--- src/rtl/seven_seg_scan_driver_pkg.sv ---
// Shared constants and types for the scanned seven-segment display driver.
// Segment bytes are active-high: bit7 = dp, bits 6..0 = g..a.
package seven_seg_pkg;

    localparam logic [7:0] SEG_BLANK = 8'h00;
    localparam logic [7:0] SEG_DASH  = 8'h40;

    // Entry n is the glyph for hex digit n.
    localparam logic [15:0][7:0] HEX_SEG = {
        8'h71, 8'h79, 8'h5E, 8'h39, 8'h7C, 8'h77, 8'h6F, 8'h7F,
        8'h07, 8'h7D, 8'h6D, 8'h66, 8'h4F, 8'h5B, 8'h06, 8'h3F
    };

    typedef enum logic [1:0] {
        IDLE   = 2'd0,
        CONV   = 2'd1,
        COMMIT = 2'd2
    } state_t;

    function automatic logic [7:0] hex2seg(input logic [3:0] nib);
        return HEX_SEG[nib];
    endfunction

endpackage

--- src/rtl/seven_seg_scan_driver_if.sv ---
// Load handshake bundle: a value plus its display attributes, valid/ready.
interface seven_seg_scan_driver_if #(
    parameter int DATA_W     = 16,
    parameter int NUM_DIGITS = 4
);
    logic                  load_valid;
    logic                  load_ready;
    logic [DATA_W-1:0]     value;
    logic                  dec_mode;
    logic                  blank_lz;
    logic [NUM_DIGITS-1:0] dp_in;

    modport master (
        output load_valid, value, dec_mode, blank_lz, dp_in,
        input  load_ready
    );

    modport slave (
        input  load_valid, value, dec_mode, blank_lz, dp_in,
        output load_ready
    );
endinterface

--- src/rtl/seven_seg_scan_driver_bin2bcd_seq.sv ---
// Sequential double-dabble: one add-3/shift step per cycle for DATA_W cycles.
// o_ovf flags any bit shifted out of the top digit, i.e. value >= 10^NUM_DIGITS.
module bin2bcd_seq
    import seven_seg_pkg::*;
#(
    parameter int DATA_W     = 16,
    parameter int NUM_DIGITS = 4
) (
    input  logic                       clk,
    input  logic                       rst_n,
    input  logic                       i_start,
    input  logic [DATA_W-1:0]          i_value,
    output logic                       o_done,
    output logic [NUM_DIGITS-1:0][3:0] o_bcd,
    output logic                       o_ovf
);

    localparam int CNT_W = $clog2(DATA_W + 1);

    logic [DATA_W-1:0]          r_bin;
    logic [NUM_DIGITS-1:0][3:0] r_bcd;
    logic [NUM_DIGITS-1:0][3:0] w_adj;
    logic [4*NUM_DIGITS-1:0]    w_adj_flat;
    logic [CNT_W-1:0]           r_cnt;
    logic                       r_busy;
    logic                       r_ovf;

    always_comb begin
        w_adj = r_bcd;
        for (int i = 0; i < NUM_DIGITS; i++) begin
            if (r_bcd[i] >= 4'd5) w_adj[i] = r_bcd[i] + 4'd3;
        end
    end

    assign w_adj_flat = w_adj;

    always_ff @(posedge clk or negedge rst_n) begin
        if (!rst_n) begin
            r_bin  <= '0;
            r_bcd  <= '0;
            r_cnt  <= '0;
            r_busy <= 1'b0;
            r_ovf  <= 1'b0;
        end else if (i_start) begin
            r_bin  <= i_value;
            r_bcd  <= '0;
            r_cnt  <= CNT_W'(DATA_W);
            r_busy <= 1'b1;
            r_ovf  <= 1'b0;
        end else if (r_busy) begin
            r_bcd <= {w_adj_flat[4*NUM_DIGITS-2:0], r_bin[DATA_W-1]};
            r_ovf <= r_ovf | w_adj_flat[4*NUM_DIGITS-1];
            r_bin <= r_bin << 1;
            r_cnt <= r_cnt - CNT_W'(1);
            if (r_cnt == CNT_W'(1)) r_busy <= 1'b0;
        end
    end

    // High during the final step so the caller can leave its wait state on the
    // same edge that produces the finished result.
    assign o_done = r_busy && (r_cnt == CNT_W'(1));
    assign o_bcd  = r_bcd;
    assign o_ovf  = r_ovf;

endmodule

--- src/rtl/seven_seg_scan_driver.sv ---
// Time-multiplexed N-digit seven-segment driver: hex or decimal display of a
// loaded value, leading-zero blanking, per-digit decimal points.
module seven_seg_scan_driver
    import seven_seg_pkg::*;
#(
    parameter int NUM_DIGITS = 4,
    parameter int DATA_W     = 16,
    parameter int SCAN_DIV   = 1000
) (
    input  logic                  clk,
    input  logic                  rst_n,
    seven_seg_scan_driver_if.slave ld,
    output logic [7:0]            seg,
    output logic [NUM_DIGITS-1:0] dig_en,
    output logic                  overflow
);

    localparam int IDX_W = (NUM_DIGITS > 1) ? $clog2(NUM_DIGITS) : 1;
    localparam int PRE_W = $clog2(SCAN_DIV);

    state_t r_state, w_state_nxt;
    logic   w_load_ready;
    logic   w_accept;

    logic [DATA_W-1:0]     r_cap_val;
    logic                  r_cap_dec;
    logic                  r_cap_blz;
    logic [NUM_DIGITS-1:0] r_cap_dp;
    logic [4*NUM_DIGITS-1:0] w_hex_flat;

    logic                       w_conv_done;
    logic [NUM_DIGITS-1:0][3:0] w_bcd;
    logic                       w_bcd_ovf;

    logic [NUM_DIGITS-1:0][3:0] r_disp;
    logic                       r_disp_blz;
    logic [NUM_DIGITS-1:0]      r_disp_dp;
    logic                       r_ovf;

    logic [NUM_DIGITS-1:0]      w_blank;
    logic [NUM_DIGITS-1:0][7:0] w_seg;

    logic [PRE_W-1:0]      r_pre;
    logic [IDX_W-1:0]      r_idx;
    logic [IDX_W-1:0]      w_idx_nxt;
    logic                  w_wrap;
    logic [7:0]            r_seg;
    logic [NUM_DIGITS-1:0] r_dig_en;

    // ---------------- load FSM ----------------
    always_ff @(posedge clk or negedge rst_n) begin
        if (!rst_n) r_state <= IDLE;
        else        r_state <= w_state_nxt;
    end

    always_comb begin
        w_state_nxt = r_state;
        case (r_state)
            IDLE:    if (ld.load_valid) w_state_nxt = ld.dec_mode ? CONV : COMMIT;
            CONV:    if (w_conv_done)   w_state_nxt = COMMIT;
            COMMIT:  w_state_nxt = IDLE;
            default: w_state_nxt = IDLE;
        endcase
    end

    always_comb begin
        w_load_ready = (r_state == IDLE);
    end

    assign ld.load_ready = w_load_ready;
    assign w_accept      = ld.load_valid && w_load_ready;

    // ---------------- capture / conversion / commit ----------------
    always_ff @(posedge clk or negedge rst_n) begin
        if (!rst_n) begin
            r_cap_val <= '0;
            r_cap_dec <= 1'b0;
            r_cap_blz <= 1'b1;
            r_cap_dp  <= '0;
        end else if (w_accept) begin
            r_cap_val <= ld.value;
            r_cap_dec <= ld.dec_mode;
            r_cap_blz <= ld.blank_lz;
            r_cap_dp  <= ld.dp_in;
        end
    end

    always_comb begin
        w_hex_flat               = '0;
        w_hex_flat[DATA_W-1:0]   = r_cap_val;
    end

    bin2bcd_seq #(
        .DATA_W     (DATA_W),
        .NUM_DIGITS (NUM_DIGITS)
    ) u_bin2bcd (
        .clk     (clk),
        .rst_n   (rst_n),
        .i_start (w_accept && ld.dec_mode),
        .i_value (ld.value),
        .o_done  (w_conv_done),
        .o_bcd   (w_bcd),
        .o_ovf   (w_bcd_ovf)
    );

    always_ff @(posedge clk or negedge rst_n) begin
        if (!rst_n) begin
            r_disp     <= '0;
            r_disp_blz <= 1'b1;
            r_disp_dp  <= '0;
            r_ovf      <= 1'b0;
        end else if (r_state == COMMIT) begin
            r_disp     <= r_cap_dec ? w_bcd : w_hex_flat;
            r_disp_blz <= r_cap_blz;
            r_disp_dp  <= r_cap_dp;
            r_ovf      <= r_cap_dec && w_bcd_ovf;
        end
    end

    // ---------------- per-digit glyphs ----------------
    for (genvar g = 0; g < NUM_DIGITS; g++) begin : g_dig
        if (g == 0) begin : g_lsd
            assign w_blank[g] = 1'b0;
        end else begin : g_upper
            // Blank when this digit and everything above it is zero.
            assign w_blank[g] = r_disp_blz && (r_disp[NUM_DIGITS-1:g] == '0);
        end
        assign w_seg[g] = (r_ovf      ? SEG_DASH  :
                           w_blank[g] ? SEG_BLANK : hex2seg(r_disp[g]))
                          | {r_disp_dp[g], 7'd0};
    end

    // ---------------- scan ----------------
    always_comb begin
        w_wrap    = (r_pre == PRE_W'(SCAN_DIV - 1));
        w_idx_nxt = r_idx;
        if (w_wrap) begin
            w_idx_nxt = (r_idx == IDX_W'(NUM_DIGITS - 1)) ? '0 : r_idx + IDX_W'(1);
        end
    end

    // seg follows the next index so it and dig_en switch on the same edge.
    always_ff @(posedge clk or negedge rst_n) begin
        if (!rst_n) begin
            r_pre    <= '0;
            r_idx    <= '0;
            r_seg    <= HEX_SEG[0];
            r_dig_en <= NUM_DIGITS'(1);
        end else begin
            r_pre    <= w_wrap ? '0 : r_pre + PRE_W'(1);
            r_idx    <= w_idx_nxt;
            r_seg    <= w_seg[w_idx_nxt];
            r_dig_en <= NUM_DIGITS'(1) << w_idx_nxt;
        end
    end

    assign seg      = r_seg;
    assign dig_en   = r_dig_en;
    assign overflow = r_ovf;

endmodule

--- src/flat_wrapper.sv ---
// flat-port wrapper written by rule: the top's interface ports become plain ports
module seven_seg_scan_driver_flat import seven_seg_pkg::*;
#(
    parameter int NUM_DIGITS = 4,
    parameter int DATA_W     = 16,
    parameter int SCAN_DIV   = 1000
)
  (clk, rst_n, seg, dig_en, overflow, ld_load_valid, ld_value, ld_dec_mode, ld_blank_lz, ld_dp_in, ld_load_ready);
  seven_seg_scan_driver_if #(.DATA_W(DATA_W), .NUM_DIGITS(NUM_DIGITS)) ld_i ();
  input  logic clk;
  input  logic rst_n;
  output logic [7:0] seg;
  output logic [NUM_DIGITS-1:0] dig_en;
  output logic overflow;
  input wire logic [$bits(ld_i.load_valid)-1:0] ld_load_valid;
  input wire logic [$bits(ld_i.value)-1:0] ld_value;
  input wire logic [$bits(ld_i.dec_mode)-1:0] ld_dec_mode;
  input wire logic [$bits(ld_i.blank_lz)-1:0] ld_blank_lz;
  input wire logic [$bits(ld_i.dp_in)-1:0] ld_dp_in;
  output wire logic [$bits(ld_i.load_ready)-1:0] ld_load_ready;
  assign ld_i.load_valid = ld_load_valid;
  assign ld_i.value = ld_value;
  assign ld_i.dec_mode = ld_dec_mode;
  assign ld_i.blank_lz = ld_blank_lz;
  assign ld_i.dp_in = ld_dp_in;
  assign ld_load_ready = ld_i.load_ready;
  seven_seg_scan_driver #(.NUM_DIGITS(NUM_DIGITS), .DATA_W(DATA_W), .SCAN_DIV(SCAN_DIV)) u_core (.clk(clk), .rst_n(rst_n), .ld(ld_i), .seg(seg), .dig_en(dig_en), .overflow(overflow));
endmodule
--- config.mk ---
export PLATFORM = sky130hd
export DESIGN_NAME = seven_seg_scan_driver_flat
export DESIGN_NICKNAME = d
export VERILOG_FILES = /design/src/rtl/seven_seg_scan_driver_pkg.sv /design/src/rtl/seven_seg_scan_driver_if.sv /design/src/rtl/seven_seg_scan_driver_bin2bcd_seq.sv /design/src/rtl/seven_seg_scan_driver.sv /design/src/flat_wrapper.sv
export SDC_FILE = /design/constraint.sdc
export NUM_CORES = 1
export LEC_CHECK = 0
export BUFFER_PORTS_ARGS = -buffer_cell sky130_fd_sc_hd__buf_2
export CAP_MARGIN = 20
export CORE_UTILIZATION = 43
export DETAILED_ROUTE_END_ITERATION = 8
export MAX_ROUTING_LAYER = met4
export PLACE_DENSITY = 0.72
export SLEW_MARGIN = 30
export SYNTH_ARGS = -nofsm -noshare
export SYNTH_HDL_FRONTEND = slang
export SYNTH_SLANG_ARGS = --single-unit
--- constraint.sdc ---
create_clock -name clk -period 2 [get_ports clk]
set_clock_uncertainty 0.05 [all_clocks]
set_input_delay 0.2 -clock clk [delete_from_list [all_inputs] [get_ports clk]]
set_output_delay 0.2 -clock clk [all_outputs]
set_load 0.1 [all_outputs]
==> flow_summary_export.csv <==
group,metric,value,unit
sta,fmax,0.527,GHz
synth,synthTopCellsByArea,"dfrtp_1 (41%), mux2i_1 (8.4%), ha_1 (7.2%), mux2_2 (5.6%), o21ai_0 (4.5%)",
synth,synth_area,0.00609,mm^2
sta,maxSlewViolCount,0,
global_route,grt_max_degree,53,
setup_path,crit_path_start_kind,"register",
synth,ys_warn_count,0,
sta,finalHoldViolCount,0,
routing,routed_via_density,5.39,
place,gp_congestion,0.907,
pwr,p_clk_frac,0.158,
routing,met1_length,5780,um
setup_path,cp_slowest_cell,"dfrtp_1",
synth,ys.flop_type,"dfrtp_1",
synth,synth_area_per_cell,10.1,um^2
global_route,grt_pass1_wl,21000,um
synth,synth_edf_count,0,
setup_path,path_cells,"inv_2 > ha_2 > nor4bb_2 > buf_4 > a21oi_1 > mux2_2 > a32oi_1 > a31oi_1",
sta,slew_headroom,0.564,
synth,yosysMostFrequentCell,"dfrtp_1",
clocking,clock_latency,0.35,ns
synth,seq_area_frac_synth,0.450,
clocking,htreeDepth,3,
clocking,clockBufferDepth,2,
global_route,antenna_found_initial,0,
global_route,track_usage,0.188,
pwr,power.static_leakage,3.25,nW
pwr,power_density,1560,mW/mm^2
sta,finalSetupViolCount,0,
routing,ant_nets,0,
clocking,cts.sinks,109,
routing,highest_layer,"met4",
hold_path,hold_path_class,"in -> reg",
cells_and_area,finalNonFillerCells,833,
flow_run,drv_cap,0,
pwr,p_comb_frac,0.476,
cells_and_area,syn_to_final_growth,14.7,%
synth,syn_nets,661,
clocking,cts_buffers,9,
place,port_buffers,38,
place,hpwlAfterDp,9310,um
sta,period_share,0.948,
setup_path,crit_required,2.19,ns
cells_and_area,nFillCells,1251,
setup_path,critPathMaxFanout,6,
setup_path,path_class,"reg -> reg",
sta,rsz0062_at_grt,"no",
synth,ys_types,51,
pwr,internal_power,6.27,mW
setup_path,critPathTopFamily,"flip-flops",
place,dp_slack,-0.0239,ns
routing,wl_per_cell,14.9,um
synth,postSynthCellCount,601,
floorplanning,die_y,121,um
routing,drc,0,
routing,first_pass_iters,5,
clocking,clkSlewWorstSetupHoldPaths,0.07,ns
sta,fin_crit,1.90,ns
synth,synth.top_cell.area_share,0.411,
floorplanning,rows,43,
sta,holdWs,0.0199,ns
floorplanning,die_w,121,um
floorplanning,initial_core_util,0.440,
floorplanning,core,0.0138,mm^2
synth,ys_ff_latch,109,
setup_path,worst_setup_path_end_kind,"register",
pwr,p_switching,4.64,mW
routing,drt_iter0_markers,233,
synth,synthArstFlopShare,1.00,
status,status,"completed",
global_route,grt_pass1_vias,4373,
cells_and_area,antenna_cells,0,
sta,worstMarginPinSlew,0.654,ns
clocking,cts_setup_buffers,0,
setup_path,path_buf_inv,2,
setup_path,slowest_delay,0.39,ns
sta,timing.final.ws_setup,0.103,ns
pwr,ir_drop,1710,uV
floorplanning,ioPinCount,39,
synth,synth_top_area_cell,"dfrtp_1",
routing,wl_met2,6170,um
place,dp.cells,815,
setup_path,worst_ep_arrival_time,2.09,ns
cells_and_area,drive_above_1_share,0.219,
routing,vias,4489,
routing,routed_wl,12400,um
cells_and_area,nets,709,
sta,tns,0,ns
floorplanning,dieArea,0.0146,mm^2
clocking,cts-root-buf,"clkbuf_16",
pwr,switching_share,0.425,
routing,wl_met3,399,um
clocking,tritoncts,"done",
pwr,power_frac_seq,0.366,
global_route,gr-total-overflow,0,
synth,synth_commonest_cells,"dfrtp_1 (100), nand2_1 (58), o21ai_0 (55), mux2i_1 (51), nor2_1 (36)",
## routing by layer
metal,up-vias,global-route usage
met5,-,-
met4,0,0.0563
met3,4,0.0338
met2,88,0.308
met1,2193,0.238
li1,2204,-
## power by group through the flow
| stage | sequential (mW) | combinational (mW) | clock (mW) |
|---|---|---|---|
| floorplan | 4.35 | 3.54 | 0 |
| global placement | 3.97 | 4.96 | 0 |
| finish | 3.99 | 5.19 | 1.73 |
| detailed placement | 4.02 | 5.17 | 0 |
| CTS | 3.98 | 5.20 | 1.79 |
| global route | 4.13 | 5.71 | 1.86 |
## flip-flops by register name, summed over array words and instances (netlist names), 5 cells and up
register	count
u_core.u_bin2bcd.r_cnt	5
u_core.seg	8
u_core.u_bin2bcd.r_bin	16
u_core.u_bin2bcd.o_bcd	16
u_core.r_disp	16
u_core.r_cap_val	16
u_core.r_pre	10
## timing repair
| item | in CTS | in global routing |
|---|---|---|
| hold buffers | 3 | 0 |
| resized for setup | 1 | 11 |
| gates cloned | 0 | 0 |
| setup endpoints to repair | 2 | 8 |
| hold endpoints to repair | 37 | 0 |
## through the flow
stage / power (mW) / util / area [um^2]
2_1_floorplan: 7.89 / - / 6100
3_3_place_gp: 8.94 / 0.479 / 6630
3_5_place_dp: 9.19 / 0.479 / 6630
4_1_cts: 11.0 / 0.502 / 6940
5_1_grt: 11.7 / 0.505 / 6980
6_report: 10.9 / 0.505 / 6980
## path summary, 6_finish.rpt
kind,start,end,slack (ns),cells after the start
max,u_core.r_disp[12],u_core.seg[4],0.10,8
max reg2reg,u_core.r_disp[12],u_core.seg[4],0.10,8
max in group asynchronous,rst_n,u_core.seg[1],0.87,3
min in group asynchronous,rst_n,u_core.r_disp[0],0.32,2
min reg2reg,u_core.r_pre[0],u_core.r_pre[0],0.43,1
min,ld_value[12],u_core.u_bin2bcd.r_bin[12],0.02,3
## tightest hold or removal path, stage by stage
cell     delay, ns
buf_2         0.09
nand2_1       0.04
o21ai_0       0.06
## layout by cell type (no fill, tap or decap), types with 6 or more instances in the layout
cell type and count:
ha_1 34, nand3_1 19, xnor2_1 11, a21o_1 6, buf_2 37, nand2b_1 14
buf_4 30, dfstp_2 9, inv_1 27, clkbuf_16 9, mux2i_1 51, a21oi_1 25
a211oi_1 6, nor2_1 35, nand2_1 58, dfrtp_1 97, mux2_2 30, nor2b_1 6
o211ai_1 10, o21ai_0 55
## cell type report
type	instances	area [um^2]	area share
Tap cell	180	225	0.0323
Sequential cell	109	2740	0.393
Multi-Input combinational cell	428	3140	0.450
Timing Repair Buffer	72	480	0.0688
Clock inverter	3	28.8	0.00412
Inverter	29	109	0.0156
Clock buffer	12	256	0.0367
## logic make-up (layout without fill, tap and decap cells)
kind of cell / count (synthesis) / after routing / synth area share
AO/OA/AOI/OAI: 131 / 131 / 0.133
AND/OR/NAND/NOR: 160 / 160 / 0.127
flip-flops: 109 / 109 / 0.450
buffers and inverters: 64 / 116 / 0.0415
adder cells (fa/ha/maj): 35 / 35 / 0.0720
XOR/XNOR: 16 / 16 / 0.0230
multiplexers: 86 / 86 / 0.154
Power figures use the tool's default switching activity.
